--- src/rtl/fifo_ctrl_pkg.sv ---
// Shared constants and types for the 8-entry FIFO write-arbitration controller.
// Optional build macro used by this slice: FIFO_RR_ARB_EN (round-robin arbitration).
package fifo_ctrl_pkg;

    localparam int FIFO_DEPTH = 8;
    localparam int ADDR_WIDTH = 3;

    // Which requester owns the memory write port this cycle.
    typedef enum logic {
        GRANT_REQ0 = 1'b0,
        GRANT_REQ1 = 1'b1
    } grant_t;

    // Pointer with one extra wrap bit above the memory address bits.
    typedef logic [ADDR_WIDTH:0] ptr_t;

endpackage

--- src/rtl/fifo_rr_arbiter.sv ---
// Two-way write-port grant logic.
// With FIFO_RR_ARB_EN defined the grant rotates using a last_grant register;
// without it req0 has fixed priority and no state is kept.
module fifo_rr_arbiter
    import fifo_ctrl_pkg::*;
(
    input  logic   clk,
    input  logic   rst,
    input  logic   req0_valid,
    input  logic   req1_valid,
    input  logic   wr_accept,
    output grant_t grant
);

`ifdef FIFO_RR_ARB_EN
    grant_t last_grant_q;
    grant_t last_grant_d;

    // Grant the lone requester, or on contention the one not served last.
    always_comb begin
        grant = GRANT_REQ0;
        if (req0_valid && req1_valid) begin
            grant = (last_grant_q == GRANT_REQ1) ? GRANT_REQ0 : GRANT_REQ1;
        end else if (req1_valid) begin
            grant = GRANT_REQ1;
        end
        // Only a write that actually lands moves the rotation forward.
        last_grant_d = wr_accept ? grant : last_grant_q;
    end

    // Reset to REQ1 so that req0 wins the first contended cycle.
    always_ff @(posedge clk) begin
        if (rst) begin
            last_grant_q <= GRANT_REQ1;
        end else begin
            last_grant_q <= last_grant_d;
        end
    end
`else
    logic unused_arb_inputs;

    // Fixed priority: req1 only wins when req0 is idle.
    always_comb begin
        grant = GRANT_REQ0;
        if (req1_valid && !req0_valid) begin
            grant = GRANT_REQ1;
        end
    end

    assign unused_arb_inputs = clk ^ rst ^ wr_accept;
`endif

endmodule

--- src/rtl/fifo_wr_arb_ctrl.sv ---
// FIFO controller for an external 8-entry async-read memory: arbitrates two
// write requesters onto the single write port, owns the wrap-bit pointers and
// status flags, and presents the head word through a registered valid/ready stage.
// Optional build macro: FIFO_RR_ARB_EN (round-robin instead of fixed priority).
//
// Handshake: a word moves on any rising edge where valid and ready are both 1.
// reqN_ready is combinational from the grant and the current full flag; the
// requester must hold valid/data until it sees ready. rd_data is held stable
// while rd_valid is 1 and rd_ready is 0.
module fifo_wr_arb_ctrl #(
    parameter int DATA_WIDTH      = 8,
    parameter int ADDR_WIDTH      = 3,
    parameter int ALMOST_FULL_THR = 6
) (
    input  logic                  w_clk,
    input  logic                  w_rst,
    input  logic                  req0_valid,
    input  logic [DATA_WIDTH-1:0] req0_data,
    output logic                  req0_ready,
    input  logic                  req1_valid,
    input  logic [DATA_WIDTH-1:0] req1_data,
    output logic                  req1_ready,
    output logic                  rd_valid,
    output logic [DATA_WIDTH-1:0] rd_data,
    input  logic                  rd_ready,
    output logic                  mem_w_clken,
    output logic [ADDR_WIDTH-1:0] mem_w_addr,
    output logic [DATA_WIDTH-1:0] mem_w_data,
    output logic [ADDR_WIDTH-1:0] mem_r_addr,
    input  logic [DATA_WIDTH-1:0] mem_r_data,
    output logic [ADDR_WIDTH:0]   fifo_count,
    output logic                  full,
    output logic                  empty,
    output logic                  almost_full
);
    import fifo_ctrl_pkg::*;

    localparam int                PW        = ADDR_WIDTH + 1;
    localparam logic [ADDR_WIDTH:0] DEPTH_CNT = PW'(2 ** ADDR_WIDTH);
    localparam logic [ADDR_WIDTH:0] AF_THR    = PW'(ALMOST_FULL_THR);

    logic [ADDR_WIDTH:0]   wr_ptr_q, wr_ptr_d;
    logic [ADDR_WIDTH:0]   rd_ptr_q, rd_ptr_d;
    logic                  rd_valid_q, rd_valid_d;
    logic [DATA_WIDTH-1:0] rd_data_q, rd_data_d;

    grant_t grant;
    logic   wr_accept;
    logic   rd_load;

    fifo_rr_arbiter u_arb (
        .clk        (w_clk),
        .rst        (w_rst),
        .req0_valid (req0_valid),
        .req1_valid (req1_valid),
        .wr_accept  (wr_accept),
        .grant      (grant)
    );

    // Status is decoded from the registered pointers only, so a load in the
    // same cycle never frees a slot for a write until the following cycle.
    always_comb begin
        fifo_count  = wr_ptr_q - rd_ptr_q;
        empty       = (fifo_count == '0);
        full        = (fifo_count == DEPTH_CNT);
        almost_full = (fifo_count >= AF_THR);
    end

    // Write side: grant steers data, full gates every ready.
    always_comb begin
        wr_accept   = (req0_valid || req1_valid) && !full;
        req0_ready  = wr_accept && (grant == GRANT_REQ0);
        req1_ready  = wr_accept && (grant == GRANT_REQ1);
        mem_w_clken = wr_accept;
        mem_w_addr  = wr_ptr_q[ADDR_WIDTH-1:0];
        mem_w_data  = (grant == GRANT_REQ1) ? req1_data : req0_data;
        mem_r_addr  = rd_ptr_q[ADDR_WIDTH-1:0];
    end

    // Next-state for pointers and the output register.
    always_comb begin
        rd_load    = !empty && (!rd_valid_q || rd_ready);
        wr_ptr_d   = wr_accept ? (wr_ptr_q + 1'b1) : wr_ptr_q;
        rd_ptr_d   = rd_ptr_q;
        rd_valid_d = rd_valid_q;
        rd_data_d  = rd_data_q;
        if (rd_load) begin
            rd_ptr_d   = rd_ptr_q + 1'b1;
            rd_valid_d = 1'b1;
            rd_data_d  = mem_r_data;
        end else if (rd_ready && rd_valid_q) begin
            rd_valid_d = 1'b0;
        end
    end

    // State registers; reset drops all stored and in-flight words.
    always_ff @(posedge w_clk) begin
        if (w_rst) begin
            wr_ptr_q   <= '0;
            rd_ptr_q   <= '0;
            rd_valid_q <= 1'b0;
            rd_data_q  <= '0;
        end else begin
            wr_ptr_q   <= wr_ptr_d;
            rd_ptr_q   <= rd_ptr_d;
            rd_valid_q <= rd_valid_d;
            rd_data_q  <= rd_data_d;
        end
    end

    assign rd_valid = rd_valid_q;
    assign rd_data  = rd_data_q;

endmodule

--- config.mk ---
export PLATFORM = sky130hd
export DESIGN_NAME = fifo_wr_arb_ctrl
export DESIGN_NICKNAME = d
export VERILOG_FILES = /design/src/rtl/fifo_ctrl_pkg.sv /design/src/rtl/fifo_rr_arbiter.sv /design/src/rtl/fifo_wr_arb_ctrl.sv
export SDC_FILE = /design/constraint.sdc
export NUM_CORES = 1
export LEC_CHECK = 0
export CORE_MARGIN = 2
export CORE_UTILIZATION = 60
export CTS_CLUSTER_DIAMETER = 60
export DETAILED_ROUTE_END_ITERATION = 12
export DONT_BUFFER_PORTS = 1
export GPL_ROUTABILITY_DRIVEN = 0
export PLACE_DENSITY = 0.74
export SYNTH_ARGS = -nofsm -noshare
export SYNTH_HDL_FRONTEND = slang
export SYNTH_HIERARCHICAL = 1
export SYNTH_SLANG_ARGS = --single-unit
--- constraint.sdc ---
create_clock -name w_clk -period 6.23 [get_ports w_clk]
set_input_delay 1.246 -clock w_clk [delete_from_list [all_inputs] [get_ports w_clk]]
set_output_delay 1.246 -clock w_clk [all_outputs]
set_load 0.05 [all_outputs]
==> out/metrics.cfg, run 1 <==
[floorplanning]
dieWidth_um = 53.6
core_area_um2 = 2280
die_h_um = 53.6
ios = 62
dieArea_um2 = 2880
rows = 17
start_util_pct = 65.0

[cts]
cts-resized-gates = 0
cts_buffer_depth = 2
cts_setup_buffers = 0
cts_num_sinks = 17
cts_tree = done
cts_hold_buf = 0
clk_latency_ns = 0.30
root_buffer = clkbuf_4
htree_levels = 1
clk_pin_slew_ns = 0.11
cts-buffers-inserted = 3

[layout]
drive_gt1_share_pct = 20.0
layout.nets = 201
diodes = 0
area_delta_synth_final_pct = -1.10
fin_util_pct = 64.3
n_fill_cell = 200

[worst_setup_path]
critPathLaunchType = flip-flop
crit_type = flip-flop to output pin
path_cells = inv_1, ha_1, inv_1, fa_1, nand2b_1, or2_1, buf_4, nor2_1
crit_path_max_incr_delay_ns = 0.74
crit_top_cell = inv_1
cp-end-kind = output pin
path_max_fanout = 33
slowest_stage = dfxtp_1
worst_ep_required_time_ns = 4.98
cp.arrival_ns = 3.65

[detailed_routing]
wl_per_cell_um = 19.0
wl_mm = 3.66
drc = 0
vias = 1361
drt-initial-drc-count = 43
viasPerCell = 7.05
drtAntennaViolNets = 0
first_pass_iters = 4

[placement]
io_buffers = 0
post-dp-hpwl_mm = 2.57

[logic_synthesis]
yosysWarnings = 6
syn_avg_cell_area_um2 = 8.40
ys.flop_type = dfxtp_1
seq_area_frac_synth_pct = 23.0
synth_edf_count = 0
synth_async_sr_flop_share_pct = 0
synth-seq-cells = 17
ys_types = 42
syn_inst = 176
syn_area_um2 = 1480
synthesis.nets = 211

[sta]
rsz0062_at_grt = false
fmax_ghz = 0.204
period_needed_ns = 4.90
slew_violations = 0
worstMarginPinSlew_ns = 0.883
fin_setup_tns_ns = 0
setup_viol = 0
hold_viol = 0
skew_ns = 0.00294
fin_crit_sh_pct = 78.7
max-slew-margin-rel_pct = 40.9

[grt]
antenna_found_initial = 0
grt_pass1_wl_mm = 6.02
grt_pass1_vias = 1300
grt_remaining_overflow = 0
grt_max_degree = 34
grt_util_all_layers_pct = 28.6

[hold_path]
min_path_type = flip-flop to flip-flop

[flow_run]
max_cap_violations = 0

[status]
status = completed

cell usage after synthesis (2+ instances only):
master     count  share of area, %
nand2_1       14               3.6
ha_1           5               4.2
a22oi_1        2               1.0
nand4_1        2              0.85
nor2_1         7               1.8
buf_2          3               1.0
inv_1          7               1.8
o311ai_2       8               8.8
nor2b_1        2              0.85
nor4_1         2              0.85
nor3_1         3               1.0
a21oi_1        6               2.0
and4_1         2               1.2
mux2_2         8               6.1
a211oi_1       2               1.0
buf_4          7               3.6
o311ai_1       6               3.6
nand3_1       16               5.4
xor2_1         2               1.2
o21ai_0        4               1.4
clkbuf_1       8               2.0
inv_2          3              0.76
and3_1        10               4.2
nand2b_1       3               1.3
a2bb2oi_1     10               5.9
a41oi_1        2               1.2
dfxtp_1       17                23
layout by cell type, fill, tap and decap left out, types with 3 or more instances in the layout:
| master | count |
|---|---|
| nor3_1 | 3 |
| buf_4 | 4 |
| nand2b_1 | 3 |
| o311ai_2 | 8 |
| a21oi_1 | 6 |
| nand3_1 | 16 |
| o311ai_1 | 6 |
| inv_2 | 3 |
| nor2_1 | 7 |
| clkbuf_4 | 3 |
| o21ai_0 | 4 |
| dfxtp_1 | 17 |
| mux2_2 | 8 |
| and3_1 | 10 |
| inv_1 | 7 |
| ha_1 | 5 |
| nand2_1 | 14 |
| a2bb2oi_1 | 10 |
layout make-up:
class | count | area [um^2] | share of cell area [%]
flip-flops and latches | 17 | 340 | 23.3
well taps | 28 | 35.0 | 2.40
multi-input cells | 130 | 992 | 67.8
repair buffers | 4 | 30.0 | 2.05
clock buffers | 3 | 22.5 | 1.54
inverters | 10 | 37.5 | 2.57
clock inverters | 1 | 5.00 | 0.342
stage by stage:
step                area, um^2  setup WS, ns  hold WS [ns]  instances
floorplan                 1480          1.88         0.512        176
global placement          1440          1.78         0.577        189
detailed placement        1440          1.69         0.605        189
CTS                       1460          1.34         0.619        193
global route              1460          1.20         0.649        193
finish                    1460          1.33         0.634        193
path summary, 6_finish.rpt:
kind / slack, ns / startpoint / endpoint / cells after the start
min: 0.63 / wr_ptr_q[3]$_SDFFE_PP0P_ / wr_ptr_q[3]$_SDFFE_PP0P_ / 2
min reg2reg: 0.63 / wr_ptr_q[3]$_SDFFE_PP0P_ / wr_ptr_q[3]$_SDFFE_PP0P_ / 2
max: 1.33 / wr_ptr_q[0]$_SDFFE_PP0P_ / empty / 8
max reg2reg: 3.12 / wr_ptr_q[0]$_SDFFE_PP0P_ / rd_ptr_q[0]$_SDFFE_PP0P_ / 9
kinds of logic after synthesis:
| family | count (synthesis) | share of synthesized area [%] |
|---|---|---|
| AO/OA/AOI/OAI | 44 | 27.8 |
| buffers and inverters | 29 | 9.90 |
| multiplexers | 8 | 6.09 |
| flip-flops | 17 | 23.0 |
| adder cells (fa/ha/maj) | 6 | 5.58 |
| XOR/XNOR | 3 | 1.78 |
| AND/OR/NAND/NOR | 69 | 25.8 |
registers in the layout (all words and copies together), names as in the netlist:
register,count
rd_data,8
rd_ptr_q,4
rd_valid,1
wr_ptr_q,4
critical path, delay by kind of cell, from the launching register on:
family,cells,cell delay (ns)
DFF,1,0.74
adders and majority gates,2,0.91
buffers and inverters,3,0.51
and+or+nand+nor,3,1.19
routing by layer:
| layer | global-route usage, % | part of all wire, % | wire length (um) | vias up |
|---|---|---|---|---|
| met5 | 0 | 0 | 0 | - |
| met4 | 15.0 | 1.3 | 46 | 0 |
| met3 | 6.67 | 7.8 | 285 | 5 |
| met2 | 45.9 | 47 | 1730 | 70 |
| met1 | 35.5 | 44 | 1600 | 648 |
| li1 | - | - | - | 638 |
Power of run 1 is left out: the tool's default activity adds up to more than one toggle a clock period on the data nets, which glitch-free logic cannot reach.
==> run 2: changes to the inputs <==
- CORE_UTILIZATION: 60 -> 57
- PLACE_DENSITY: 0.74 -> 0.73
- clock period: 6.23 -> 4.45 ns (I/O delays scaled with it)
==> out/metrics.cfg, run 2 (synthesis results as in run 1) <==
[sta]
worstMarginPinSlew_ns = 0.900
setup_viol = 0
max-slew-margin-rel_pct = 40.0
fin_crit_sh_pct = 88.7
hold_viol = 0
fin_setup_tns_ns = 0
skew_ns = 0.0123
period_needed_ns = 3.95
slew_violations = 0
rsz0062_at_grt = false
worst_hold_slack_ns = 0.611
fmax_ghz = 0.253

[hold_path]
min_path_type = flip-flop to flip-flop

[worst_setup_path]
crit_type = flip-flop to output pin
cp.arrival_ns = 3.06
worst_ep_required_time_ns = 3.56
cp-end-kind = output pin
critPathLaunchType = flip-flop
path_max_fanout = 23

[cts]
clk_pin_slew_ns = 0.11
cts-resized-gates = 0
cts_buffer_depth = 2
cts_hold_buf = 0
cts_setup_buffers = 0
cts_num_sinks = 17
cts_tree = done
cts-buffers-inserted = 3
htree_levels = 1
root_buffer = clkbuf_4
clk_latency_ns = 0.30

[placement]
io_buffers = 0
post-dp-hpwl_mm = 2.60
dp.cells = 201

[grt]
antenna_found_initial = 0
grt_pass1_vias = 1181
grt_remaining_overflow = 0
grt_util_all_layers_pct = 23.9
grt_pass1_wl_mm = 5.26
grt_max_degree = 25

[floorplanning]
start_util_pct = 59.7
dieArea_um2 = 3020
core_area_um2 = 2480
die_h_um = 54.9
rows = 18
dieWidth_um = 54.9
ios = 62

[layout]
final_common_cell = dfxtp_1
layout_common_cells = dfxtp_1, nand3_1, nand2_1, buf_4
n_fill_cell = 221
largest_reg_flops = 8
diodes = 0
layout.nets = 211
drive_gt1_share_pct = 24.6
stdcell_count = 205
area_delta_synth_final_pct = 4.31

[detailed_routing]
drc = 0
first_pass_iters = 4
drtAntennaViolNets = 0
vias = 1341
drt-initial-drc-count = 51
viasPerCell = 6.54
wl_per_cell_um = 17.0
wl_mm = 3.48

[status]
status = completed

[flow_run]
max_cap_violations = 0

## run 2: cell types whose count changed in the layout (fill, tap and decap cells not counted)
| cell | before | now |
|---|---|---|
| clkinvlp_4 | 0 | 1 |
| buf_4 | 4 | 14 |
| clkinv_2 | 1 | 0 |
## run 2: stage by stage
step	worst slack (ns)	area, um^2	utilization, %
after floorplan	0.456	1480	-
after global placement	0.938	1510	61.1
after detailed placement	0.888	1510	61.1
after CTS	0.519	1540	62.3
after global routing	0.311	1540	62.3
final	0.501	1540	62.3
## run 2: layout make-up
class | instances | area (um^2) | share of cell area (%)
clock buffers | 3 | 22.5 | 1.46
well taps | 30 | 37.5 | 2.43
clock inverters | 1 | 7.51 | 0.487
repair buffers | 14 | 105 | 6.81
inverters | 10 | 37.5 | 2.43
multi-input cells | 130 | 992 | 64.3
flip-flops and latches | 17 | 340 | 22.1
## run 2: per-layer routing
metal	track usage (%)	wire length, um
met1	31.9	1550
met2	38.3	1660
met3	8.33	262
met4	2.85	11
met5	0	0
## run 2: critical path: stages, from the launching register on
cell      delay, ns
dfxtp_1        0.33
inv_1          0.07
ha_1           0.18
inv_1          0.07
fa_1           0.47
buf_4          0.20
nand2b_1       0.15
or2_1          0.70
buf_4          0.33
nor2_1         0.06
buf_4          0.19
## run 2: final timing paths
| check | start | end | slack (ns) | cells after the start |
|---|---|---|---|---|
| max | wr_ptr_q[0]$_SDFFE_PP0P_ | empty | 0.50 | 10 |
| min | wr_ptr_q[3]$_SDFFE_PP0P_ | wr_ptr_q[3]$_SDFFE_PP0P_ | 0.61 | 2 |
| max reg2reg | wr_ptr_q[0]$_SDFFE_PP0P_ | rd_data[0]$_SDFFE_PP0P_ | 1.65 | 10 |
| min reg2reg | wr_ptr_q[3]$_SDFFE_PP0P_ | wr_ptr_q[3]$_SDFFE_PP0P_ | 0.61 | 2 |
Power of run 2 is left out for the same reason.
